==> src/rtl/mem_refill_arbiter.sv <==
// mem_refill_arbiter: sequences I/D-cache refill and victim write-back onto one memory port
// and raises the pipeline stall while a miss is outstanding.
module mem_refill_arbiter #(
    parameter int addr_size  = 32,
    parameter int line_words = 4,
    parameter int idx_w      = $clog2(line_words)
) (
    input  logic                 clk,
    input  logic                 rst,
    input  logic                 ic_miss,
    input  logic [addr_size-1:0] ic_addr,
    input  logic                 dc_miss,
    input  logic [addr_size-1:0] dc_addr,
    input  logic                 dc_dirty,
    input  logic [addr_size-1:0] dc_victim_addr,
    input  logic                 mem_ready,
    output logic                 mem_req,
    output logic                 mem_we,
    output logic [addr_size-1:0] mem_addr,
    output logic [idx_w-1:0]     word_idx,
    output logic                 ic_fill,
    output logic                 dc_fill,
    output logic                 dc_wb_rd,
    output logic                 stall
);
    typedef enum logic [2:0] {IDLE, DC_WB, DC_FILL, IC_FILL, DONE} state_t;

    localparam logic [addr_size-1:0] line_mask = ~addr_size'(4 * line_words - 1);

    state_t                 state_q, state_d;
    logic [idx_w-1:0]       word_idx_q, word_idx_d;
    logic [addr_size-1:0]   base_q, base_d, victim_q, victim_d;
    logic                   mem_req_q, mem_req_d, mem_we_q, mem_we_d;
    logic                   last;

    always_comb begin
        state_d    = state_q;
        word_idx_d = word_idx_q;
        base_d     = base_q;
        victim_d   = victim_q;
        last       = word_idx_q == idx_w'(line_words - 1);
        case (state_q)
            IDLE: begin
                if (dc_miss || ic_miss) begin
                    state_d  = dc_miss ? (dc_dirty ? DC_WB : DC_FILL) : IC_FILL;
                    base_d   = (dc_miss ? dc_addr : ic_addr) & line_mask;
                    victim_d = dc_victim_addr & line_mask;
                end
            end
            DONE: state_d = IDLE;
            default: begin
                // the index wraps to 0 on the last word because the line size is a power of two
                if (mem_ready) begin
                    word_idx_d = word_idx_q + idx_w'(1);
                    if (last)
                        state_d = state_q == DC_WB ? DC_FILL : DONE;
                end
            end
        endcase
        mem_req_d = state_d inside {DC_WB, DC_FILL, IC_FILL};
        mem_we_d  = state_d == DC_WB;
    end

    always_ff @(posedge clk) begin
        if (rst) begin
            state_q    <= IDLE;
            word_idx_q <= '0;
            base_q     <= '0;
            victim_q   <= '0;
            mem_req_q  <= 1'b0;
            mem_we_q   <= 1'b0;
        end else begin
            state_q    <= state_d;
            word_idx_q <= word_idx_d;
            base_q     <= base_d;
            victim_q   <= victim_d;
            mem_req_q  <= mem_req_d;
            mem_we_q   <= mem_we_d;
        end
    end

    assign mem_req  = mem_req_q;
    assign mem_we   = mem_we_q;
    assign word_idx = word_idx_q;
    assign mem_addr = (state_q == DC_WB ? victim_q : base_q)
                    + {{(addr_size - idx_w - 2){1'b0}}, word_idx_q, 2'b00};
    assign ic_fill  = (state_q == IC_FILL) && mem_ready;
    assign dc_fill  = (state_q == DC_FILL) && mem_ready;
    assign dc_wb_rd = state_q == DC_WB;
    assign stall    = ic_miss || dc_miss || (state_q != IDLE);
endmodule

==> config.mk <==
export PLATFORM = sky130hd
export DESIGN_NAME = mem_refill_arbiter
export DESIGN_NICKNAME = d
export VERILOG_FILES = /design/src/rtl/mem_refill_arbiter.sv
export SDC_FILE = /design/constraint.sdc
export NUM_CORES = 1
export LEC_CHECK = 0
export ABC_CLOCK_PERIOD_IN_PS = 1700
export CAP_MARGIN = 20
export CORE_MARGIN = 1.5
export CORE_UTILIZATION = 42
export CTS_CLUSTER_DIAMETER = 100
export DETAILED_ROUTE_END_ITERATION = 8
export HOLD_SLACK_MARGIN = 0.03
export PLACE_DENSITY = 0.81
export SLEW_MARGIN = 20
export SYNTH_ARGS = -nofsm -noshare
export SYNTH_HDL_FRONTEND = slang
export SYNTH_SLANG_ARGS = --single-unit
==> constraint.sdc <==
create_clock -name clk -period 1.7 [get_ports clk]
set_input_delay 0.255 -clock clk [delete_from_list [all_inputs] [get_ports clk]]
set_output_delay 0.255 -clock clk [all_outputs]
set_load 0.03 [all_outputs]
## Word-level counts from Yosys, hierarchy flattened

Cells that the tools add are included.

- Register bits: 63
- Word-level logic and storage cells: 36
- Input port bits: 102

- Add/sub/neg operators: 2
- Equal/unequal tests: 8
- Mux-type cells: 9
- Reduce and logical (&&, ||, !) cells: 10
- Bitwise logic cells: 1

Operators by type and width:

| kind | count |
|---|---|
| $mux 32 | 2 |
| $add 32x4->32 | 1 |
| $eq 3x2->1 const B | 4 |
| $mux 3 | 4 |
| $eq 3x1->1 const B | 2 |
| $pmux 3 s2 | 1 |
| $reduce_bool 3->1 | 2 |
| $mux 2 | 2 |
| $reduce_and 2->1 | 2 |
| $eq 3x3->1 const B | 1 |
| $logic_not 3->1 | 1 |
| $add 2x1->2 const B | 1 |
| $eq 2x2->1 const B | 1 |
| $logic_and 1x1->1 | 2 |
| $logic_or 1x1->1 | 2 |
| $reduce_or 2->1 | 1 |
| $not 1->1 | 1 |

## Logic depth before layout (Yosys ltp)

Gate-level depths: netlist of the first run.

- Depth after elaboration: 7
- Gate-level depth with buffers: 7
- Mapped depth without buffers: 4

## Worst setup path after synthesis of the first run

Ideal clock, no wire load.

- Path kind: reg-to-output
- Start point: register state_q[0]
- End point: output port mem_addr[23]
- Setup slack: -0.038 ns
- Buffers on the path: 2
- Arrival: 1.483 ns
- Stages on the path, launching flop included: 5
- Path through: dfxtp_1 -> buf_2 -> nor3b_1 -> buf_2 -> mux2_2

- Longest elaborated chain between the ends: 3

Ends and longest elaborated chain:

| element | line | source |
|---|---|---|
| from (decl) | 30 | `state_t state_q, state_d;` |
| from (signal assigned) | 73 | `state_q <= state_d;` |
| $eq 3x1->1 | n/a |  |
| via dc_wb_rd | 23 | `output logic dc_wb_rd,` |
| $mux 32 | 85 | `assign mem_addr = (state_q == DC_WB ? victim_q : base_q)` |
| $add 32x4->32 | 86 | `+ {{(addr_size - idx_w - 2){1'b0}}, word_idx_q, 2'b00};` |
| to (decl) | 19 | `output logic [addr_size-1:0] mem_addr,` |

The timed path passes the listed nets, and every way through them passes these cells.

## Final worst setup path of the first run

- Start point: register state_q[1]
- End point: output port mem_addr[24]

- Longest elaborated chain between the ends: 3

Ends and longest elaborated chain:

| element | line |
|---|---|
| $eq 3x1->1 | 85 |
| $mux 32 | 85 |
| $add 32x4->32 | 86 |

No other way between the ends.

==> impl_metrics.csv, run 1 <==
group,metric,value,unit
status,status,"finished with violations",
status,violations,"setup timing",
floorplan,num_rows,31,
global_route,antenna_found_initial,0,
floorplan,core_area,7210,um^2
timing,finalCriticalPeriod,1.97,ns
setup_path,critPathKind,"register to primary output",
hold_path,min_to,"victim_q[10]",
global_route,grt_pass1_wl,14.1,mm
floorplan,die_w,88.9,um
placed_design,numPortBuffers,127,
yosys,synth_seq_cells,63,
clock_tree,cts_buffer_depth,2,
timing,period_share,1.16,
setup_path,required,1.44,ns
yosys,syn-cell-area,3100,um^2
finish,final_cells,562,
finish,layout.area.seq,1260,um^2
timing,slew_violations,0,
hold_path,holdPathStages,2,
yosys,syn_area_per_cell,9.31,um^2
routing,met1_length,3.83,mm
floorplan,die_y,88.9,um
finish,area_delta_synth_final,58.0,%
placed_design,preCtsSetupSlack,-0.318,ns
timing,skew,0.00606,ns
placed_design,hpwl,6.08,mm
clock_tree,cts_tree,"built",
floorplan,ioPinCount,142,
setup_path,crit_arrival,1.72,ns
hold_path,hp-class,"primary input to register",
finish,drive_gt1_frac,0.255,
setup_path,cp_max_fo,7,
routing,drt_iter0_markers,117,
clock_tree,clk_latency,0.33,ns
placed_design,gp_congestion,0.789,
clock_tree,cts_max_level,3,
routing,top_layer,"met4",
global_route,grt_max_degree,33,
setup_path,r2r_start,"state_q[2]",
setup_path,critPathCaptureType,"primary output",
power_and_ir_drop,ir_worst_vdd,515,uV
finish,multiInputGateArea,1680,um^2
yosys,synth_cells,333,
timing,hold_violations,0,
routing,ant_nets,0,
setup_path,r2r_setup_slack,0.09,ns
yosys,yosysWarningCount,0,
finish,final.fill_count,569,
clock_tree,clkSinkCount,63,
clock_tree,cts-root-buf,"clkbuf_8",
routing,num_vias,3083,
clock_tree,clk_transition_reported_paths,0.07,ns
timing,rsz0062_at_grt,"yes",
run,max_cap_viol_count,0,
routing,drt-pass1-iter-count,4,
power_and_ir_drop,leakage,2.01,nW
routing,route.detailed.drc,0,
routing,met3WireLength,477,um
yosys,synth_edf_count,0,
clock_tree,cts_made_buffers,9,
placed_design,dp.cells,538,
finish,mostFrequentLayoutCells,"clkdlybuf4s50_1, dfxtp_1, a21oi_1, mux2i_1, nand3_1",
finish,diodes,0,
timing,setup_viol,28,
routing,via_per_inst,5.49,
timing,fmax,507,MHz
hold_path,min-delay-start,"rst",
floorplan,die_area,7910,um^2
power_and_ir_drop,powerDensity,1060,nW/um^2
floorplan,start_util,0.430,
finish,nets,561,
routing,dr_wl_met2,4.71,mm
setup_path,start_kind,"register",
yosys,async_flop_share,0,
setup_path,rr_worst_depth,5,
routing,wl_per_cell,16.4,um
finish,final_common_cell,"clkdlybuf4s50_1",
routing,drt_wl_total,9.21,mm
global_route,gr-total-overflow,0,
setup_path,timing.rr.end,"victim_q[21]",
yosys,yosysSeqAreaShare,0.407,
global_route,track_usage,0.232,
yosys,synth_ff_type,"dfxtp_1",
global_route,grt_pass1_vias,3006,
yosys,ys_types,28,
timing,worst_slack,-0.272,ns
==> through the flow <==
step           instance area [um^2]  TNS [ns]  hold slack (ns)  power [mW]  utilization
2_1_floorplan                  3110         0            0.403        2.91            -
3_3_place_gp                   4460     -7.22            0.457        3.56        0.619
3_5_place_dp                   4460     -7.88            0.466        3.61        0.619
4_1_cts                        4810     -6.20            0.300        5.12        0.667
5_1_grt                        4900     -7.70            0.334        5.39        0.679
6_report                       4900     -6.50            0.324        5.17        0.679
==> worst max path at each step <==
stage / to / from
2_1_floorplan: mem_addr[23] / state_q[0]
3_3_place_gp: mem_addr[5] / state_q[1]
3_5_place_dp: mem_addr[11] / state_q[1]
4_1_cts: mem_addr[4] / state_q[2]
5_1_grt: mem_addr[19] / state_q[1]
6_report: mem_addr[24] / state_q[1]
==> critical path, stage by stage, from the launching register on <==
cell	delay [ns]
dfxtp_2	0.34
nor3b_4	0.23
buf_6	0.16
buf_6	0.14
mux2_2	0.35
buf_4	0.17
==> Yosys cell counts, types with 2 or more instances <==
cell	n	area, um^2
clkbuf_1	13	48.8
a21oi_1	58	290
mux2_2	28	315
o21ai_0	23	115
dfxtp_1	63	1260
o21ai_1	8	40.0
a211oi_1	28	210
buf_6	4	45.0
buf_2	17	85.1
nor3_1	2	10.0
nand2_1	4	15.0
nand3_1	29	145
nor2_1	3	11.3
buf_4	8	60.1
nor3b_1	2	15.0
mux2i_1	31	310
==> report_power, final <==
part,switching (mW),internal (mW),total (mW)
sequential,0.105,1.67,1.78
clock,0.547,0.793,1.34
combinational,1.02,1.03,2.05
==> cell type report <==
class / count / share of cell area
clock inverters: 3 / 0.00817
repair buffers: 155 / 0.330
multi-input cells: 229 / 0.344
clock buffers: 13 / 0.0345
flip-flops and latches: 63 / 0.258
well taps: 99 / 0.0253
==> sequential cells by signal, summed over array words and instances, names as in the netlist <==
register and cells:
victim_q 28, base_q 28, mem_req 1, word_idx 2
state_q 3, mem_we 1
==> per-layer routing <==
layer,global-route usage,vias up
met5,0,-
met4,0.109,0
met3,0.0369,17
met2,0.408,120
met1,0.277,1478
li1,-,1468
==> what timing repair did <==
item / in CTS / in global routing
endpoints found under the setup margin: 29 / 36
hold endpoints to repair: 0 / 0
buffers inserted: 4 / 3
pin swaps: 2 / 3
gates cloned: 3 / 0
gates resized for setup: 198 / 24
hold buffers: 0 / 0
==> kinds of logic after synthesis <==
family                     after synthesis  share of synthesized area
other                                    1                    0.00121
adders and majority gates                1                    0.00403
AOI/OAI and AO/OA                      119                      0.223
buffers and inverters                   42                     0.0771
and+or+nand+nor                         47                     0.0831
xor gates and xnor gates                 1                    0.00283
muxes                                   59                      0.202
DFF                                     63                      0.407
(Power assumes the default switching activity.)
==> inputs of run 2 (changes only) <==
CORE_MARGIN = 4   (was 1.5)
MAX_ROUTING_LAYER = met4   (was not set)
PLACE_DENSITY = 0.86   (was 0.81)
==> impl_metrics.csv, run 2 (synthesis results as in run 1) <==
group,metric,value,unit
status,status,"finished with violations",
status,violations,"setup timing",
timing,setup_viol,28,
routing,route.detailed.drc,0,
finish,nets,562,
routing,via_per_inst,5.42,
clock_tree,clk_transition_reported_paths,0.07,ns
setup_path,r2r_start,"state_q[2]",
routing,drt-pass1-iter-count,4,
setup_path,critPathCaptureType,"primary output",
timing,worst_slack,-0.200,ns
timing,slew_violations,0,
finish,final_common_cell,"clkdlybuf4s50_1",
finish,drive_gt1_frac,0.250,
finish,mostFrequentLayoutCells,"clkdlybuf4s50_1, dfxtp_1, a21oi_1, mux2i_1, buf_6",
setup_path,cp_slowest_cell,"dfxtp_2",
timing,rsz0062_at_grt,"yes",
clock_tree,cts-root-buf,"clkbuf_8",
global_route,grt_pass1_vias,3075,
floorplan,die_y,93.9,um
floorplan,num_rows,31,
placed_design,numPortBuffers,127,
setup_path,path_cells,"nor3b_4, buf_6, buf_12, mux2_4, buf_6",
placed_design,gp_congestion,0.804,
timing,finalCriticalPeriod,1.90,ns
global_route,track_usage,0.230,
global_route,gr-total-overflow,0,
power_and_ir_drop,power.total,4.98,mW
floorplan,start_util,0.430,
setup_path,critPathKind,"register to primary output",
setup_path,max_stage_delay,0.33,ns
clock_tree,cts_max_level,3,
placed_design,hpwl,6.64,mm
clock_tree,cts_buffer_depth,2,
setup_path,cp_common_cell,"buf_6",
timing,hold_violations,0,
routing,drt_wl_total,9.69,mm
routing,drt_iter0_markers,158,
finish,top_regs,"base_q x28, victim_q x28, state_q x3",
run,max_cap_viol_count,0,
clock_tree,cts_made_buffers,9,
power_and_ir_drop,leakage,2.01,nW
timing,skew,0.00769,ns
global_route,antenna_found_initial,0,
power_and_ir_drop,powerDensity,1020,nW/um^2
clock_tree,clk_latency,0.33,ns
floorplan,ioPinCount,142,
routing,num_vias,3052,
setup_path,required,1.44,ns
hold_path,hp-class,"primary input to register",
global_route,grt_max_degree,46,
setup_path,start_kind,"register",
floorplan,die_area,8820,um^2
power_and_ir_drop,ir_worst_vdd,588,uV
timing,period_share,1.12,
setup_path,startpoint,"state_q[2]",
setup_path,cp_max_fo,8,
global_route,grt_pass1_wl,15.5,mm
placed_design,placed_area,4470,um^2
floorplan,core_area,7210,um^2
clock_tree,clkSinkCount,63,
timing,fmax,526,MHz
clock_tree,cts_tree,"built",
finish,diodes,0,
routing,ant_nets,0,
setup_path,crit_arrival,1.64,ns
finish,final_util,0.676,
routing,wl_per_cell,17.2,um
floorplan,die_w,93.9,um
hold_path,min-delay-start,"rst",
finish,final_area,4880,um^2
finish,area_delta_synth_final,57.3,%
placed_design,preCtsSetupSlack,-0.328,ns
finish,final.fill_count,593,
-- run 2: cell types whose count changed in the layout (fill, tap and decap cells not counted), moves of 2 or more --
| cell | previous run | this run |
|---|---|---|
| clkinv_2 | 2 | 4 |
| mux2_2 | 16 | 6 |
| buf_6 | 26 | 30 |
| mux2_4 | 12 | 22 |
| a211oi_1 | 26 | 28 |
| a211oi_2 | 2 | 0 |
| buf_8 | 3 | 0 |
-- run 2: stage by stage --
| stage | TNS [ns] | hold WS, ns | std cells |
|---|---|---|---|
| after floorplan | 0 | 0.403 | 334 |
| after global placement | -7.29 | 0.457 | 540 |
| after detailed placement | -8.21 | 0.465 | 540 |
| after CTS | -5.10 | 0.228 | 562 |
| after global routing | -6.76 | 0.249 | 563 |
| final | -4.92 | 0.235 | 563 |
-- run 2: final cells by class --
class | instances | area (um^2) | share of cell area
Clock buffer | 12 | 155 | 0.0318
Sequential cell | 63 | 1260 | 0.259
Timing Repair Buffer | 156 | 1600 | 0.329
Multi-Input combinational cell | 229 | 1710 | 0.351
Clock inverter | 4 | 20.0 | 0.00410
Tap cell | 99 | 124 | 0.0254
-- run 2: layer usage --
metal | up-vias | global-route usage | part of all wire | wire length [um]
li1 | 1466 | - | - | -
met1 | 1467 | 0.284 | 0.42 | 4060
met2 | 104 | 0.377 | 0.51 | 4950
met3 | 15 | 0.0465 | 0.053 | 513
met4 | 0 | 0.0746 | 0.018 | 170
met5 | - | - | 0 | 0
-- run 2: critical path, delay by kind of cell, from the launching register on --
family / cells / cell delay, ns
buf+inv: 3 / 0.45
flops: 1 / 0.33
mux: 1 / 0.32
simple gates: 1 / 0.21
-- run 2: final timing paths --
path / endpoint / slack [ns] / cells past startpoint
max: mem_addr[22] / -0.20 / 5
min: victim_q[31] / 0.23 / 2
max reg2reg: victim_q[16] / 0.13 / 5
min reg2reg: victim_q[31] / 0.48 / 2
-- run 2: timing repair --
action / CTS / global route
hold buffers: 0 / 0
pin swaps: 2 / 2
setup endpoints to repair: 31 / 33
gates resized for setup: 230 / 4
setup buffers: 4 / 2
cloned: 2 / 0
-- run 2: where the power goes --
group	switching (mW)	total, mW	internal (mW)
Sequential	0.115	1.79	1.67
Clock	0.550	1.15	0.599
Combinational	1.02	2.05	1.03
Total	1.68	4.98	3.30
==> inputs of run 3 (changes only) <==
MAX_ROUTING_LAYER = not set   (was met4)
==> impl_metrics.csv, run 3 (synthesis results as in run 1) <==
group,metric,value,unit
clock_tree,cts-root-buf,"clkbuf_8",
power_and_ir_drop,powerDensity,1020,nW/um^2
setup_path,crit_arrival,1.64,ns
hold_path,hp-class,"primary input to register",
timing,period_share,1.12,
timing,setup_tns,-4.83,ns
finish,multiInputGateArea,1710,um^2
routing,drt_iter0_markers,119,
clock_tree,cts_max_level,3,
timing,skew,0.00736,ns
setup_path,critPathCaptureType,"primary output",
floorplan,start_util,0.430,
setup_path,critPathKind,"register to primary output",
routing,num_vias,3071,
finish,mostFrequentLayoutCells,"clkdlybuf4s50_1, dfxtp_1, a21oi_1, mux2i_1, buf_6",
timing,finalCriticalPeriod,1.90,ns
global_route,gr-total-overflow,0,
clock_tree,cts_buffer_depth,2,
timing,slew_violations,0,
finish,final.fill_count,593,
global_route,antenna_found_initial,0,
timing,worst_slack,-0.197,ns
timing,hold_violations,0,
global_route,track_usage,0.223,
run,max_cap_viol_count,0,
status,status,"finished with violations",
routing,wl_per_cell,17.2,um
finish,final_util,0.676,
clock_tree,cts_tree,"built",
floorplan,num_rows,31,
floorplan,die_area,8820,um^2
routing,drt-pass1-iter-count,5,
routing,drt_wl_total,9.68,mm
clock_tree,cts_made_buffers,9,
placed_design,numPortBuffers,127,
global_route,grt_pass1_vias,3074,
finish,area_delta_synth_final,57.3,%
power_and_ir_drop,power.total,4.98,mW
floorplan,die_y,93.9,um
finish,top_regs,"base_q x28, victim_q x28, state_q x3",
timing,setup_viol,28,
finish,final_common_cell,"clkdlybuf4s50_1",
power_and_ir_drop,leakage,2.01,nW
timing,fmax,527,MHz
global_route,grt_max_degree,46,
clock_tree,clk_transition_reported_paths,0.07,ns
setup_path,start_kind,"register",
setup_path,required,1.44,ns
floorplan,die_w,93.9,um
finish,drive_gt1_frac,0.250,
routing,via_per_inst,5.45,
global_route,grt_pass1_wl,15.5,mm
floorplan,ioPinCount,142,
timing,rsz0062_at_grt,"yes",
setup_path,cp_max_fo,8,
finish,diodes,0,
clock_tree,clkSinkCount,63,
status,violations,"setup timing",
finish,layout.area.seq,1260,um^2
placed_design,hpwl,6.64,mm
routing,ant_nets,0,
placed_design,gp_congestion,0.793,
power_and_ir_drop,ir_worst_vdd,588,uV
routing,route.detailed.drc,0,
clock_tree,clk_latency,0.33,ns
finish,nets,562,
floorplan,core_area,7210,um^2
## run 3: final cells by class
| type | count | area share |
|---|---|---|
| Tap cell | 99 | 0.0254 |
| Clock inverter | 4 | 0.00410 |
| Multi-Input combinational cell | 229 | 0.351 |
| Clock buffer | 12 | 0.0318 |
| Sequential cell | 63 | 0.259 |
| Timing Repair Buffer | 156 | 0.329 |
## run 3: critical path: stages, from the launching register on
cell and delay [ns]:
dfxtp_2 0.33, nor3b_4 0.22, buf_6 0.16, buf_12 0.15, mux2_4 0.31, buf_6 0.14
## run 3: path summary, 6_finish.rpt
check / start / end / slack (ns) / depth (start not counted)
worst max-delay path: state_q[2] / mem_addr[22] / -0.20 / 5
worst min-delay path: rst / victim_q[31] / 0.24 / 2
worst max register to register: state_q[2] / victim_q[16] / 0.13 / 5
worst min register to register: victim_q[31] / victim_q[31] / 0.48 / 2
## run 3: routing by layer
layer | wire, um | global-route usage
met1 | 4030 | 0.278
met2 | 4840 | 0.378
met5 | 0 | 0
met4 | 203 | 0.0854
met3 | 607 | 0.0433
## run 3: where the power goes
part / total, mW / internal (mW) / switching, mW
sequential: 1.79 / 1.67 / 0.115
clock: 1.15 / 0.599 / 0.548
combinational: 2.04 / 1.03 / 1.01
total: 4.98 / 3.30 / 1.68
## run 3: timing repair
| item | in CTS | in global routing |
|---|---|---|
| gates resized for setup | 230 | 4 |
| setup endpoints to repair | 31 | 33 |
| hold buffers | 0 | 0 |
| cloned | 2 | 0 |
| pin swaps | 2 | 2 |
| buffers inserted | 4 | 2 |
## run 3: per-stage QoR
| stage | setup slack (ns) | cells | area, um^2 | hold WS [ns] |
|---|---|---|---|---|
| after floorplan | 0.0385 | 334 | 3110 | 0.403 |
| after global placement | -0.294 | 540 | 4470 | 0.457 |
| after detailed placement | -0.328 | 540 | 4470 | 0.465 |
| after CTS | -0.188 | 562 | 4860 | 0.228 |
| after global routing | -0.256 | 563 | 4880 | 0.252 |
| final | -0.197 | 563 | 4880 | 0.244 |
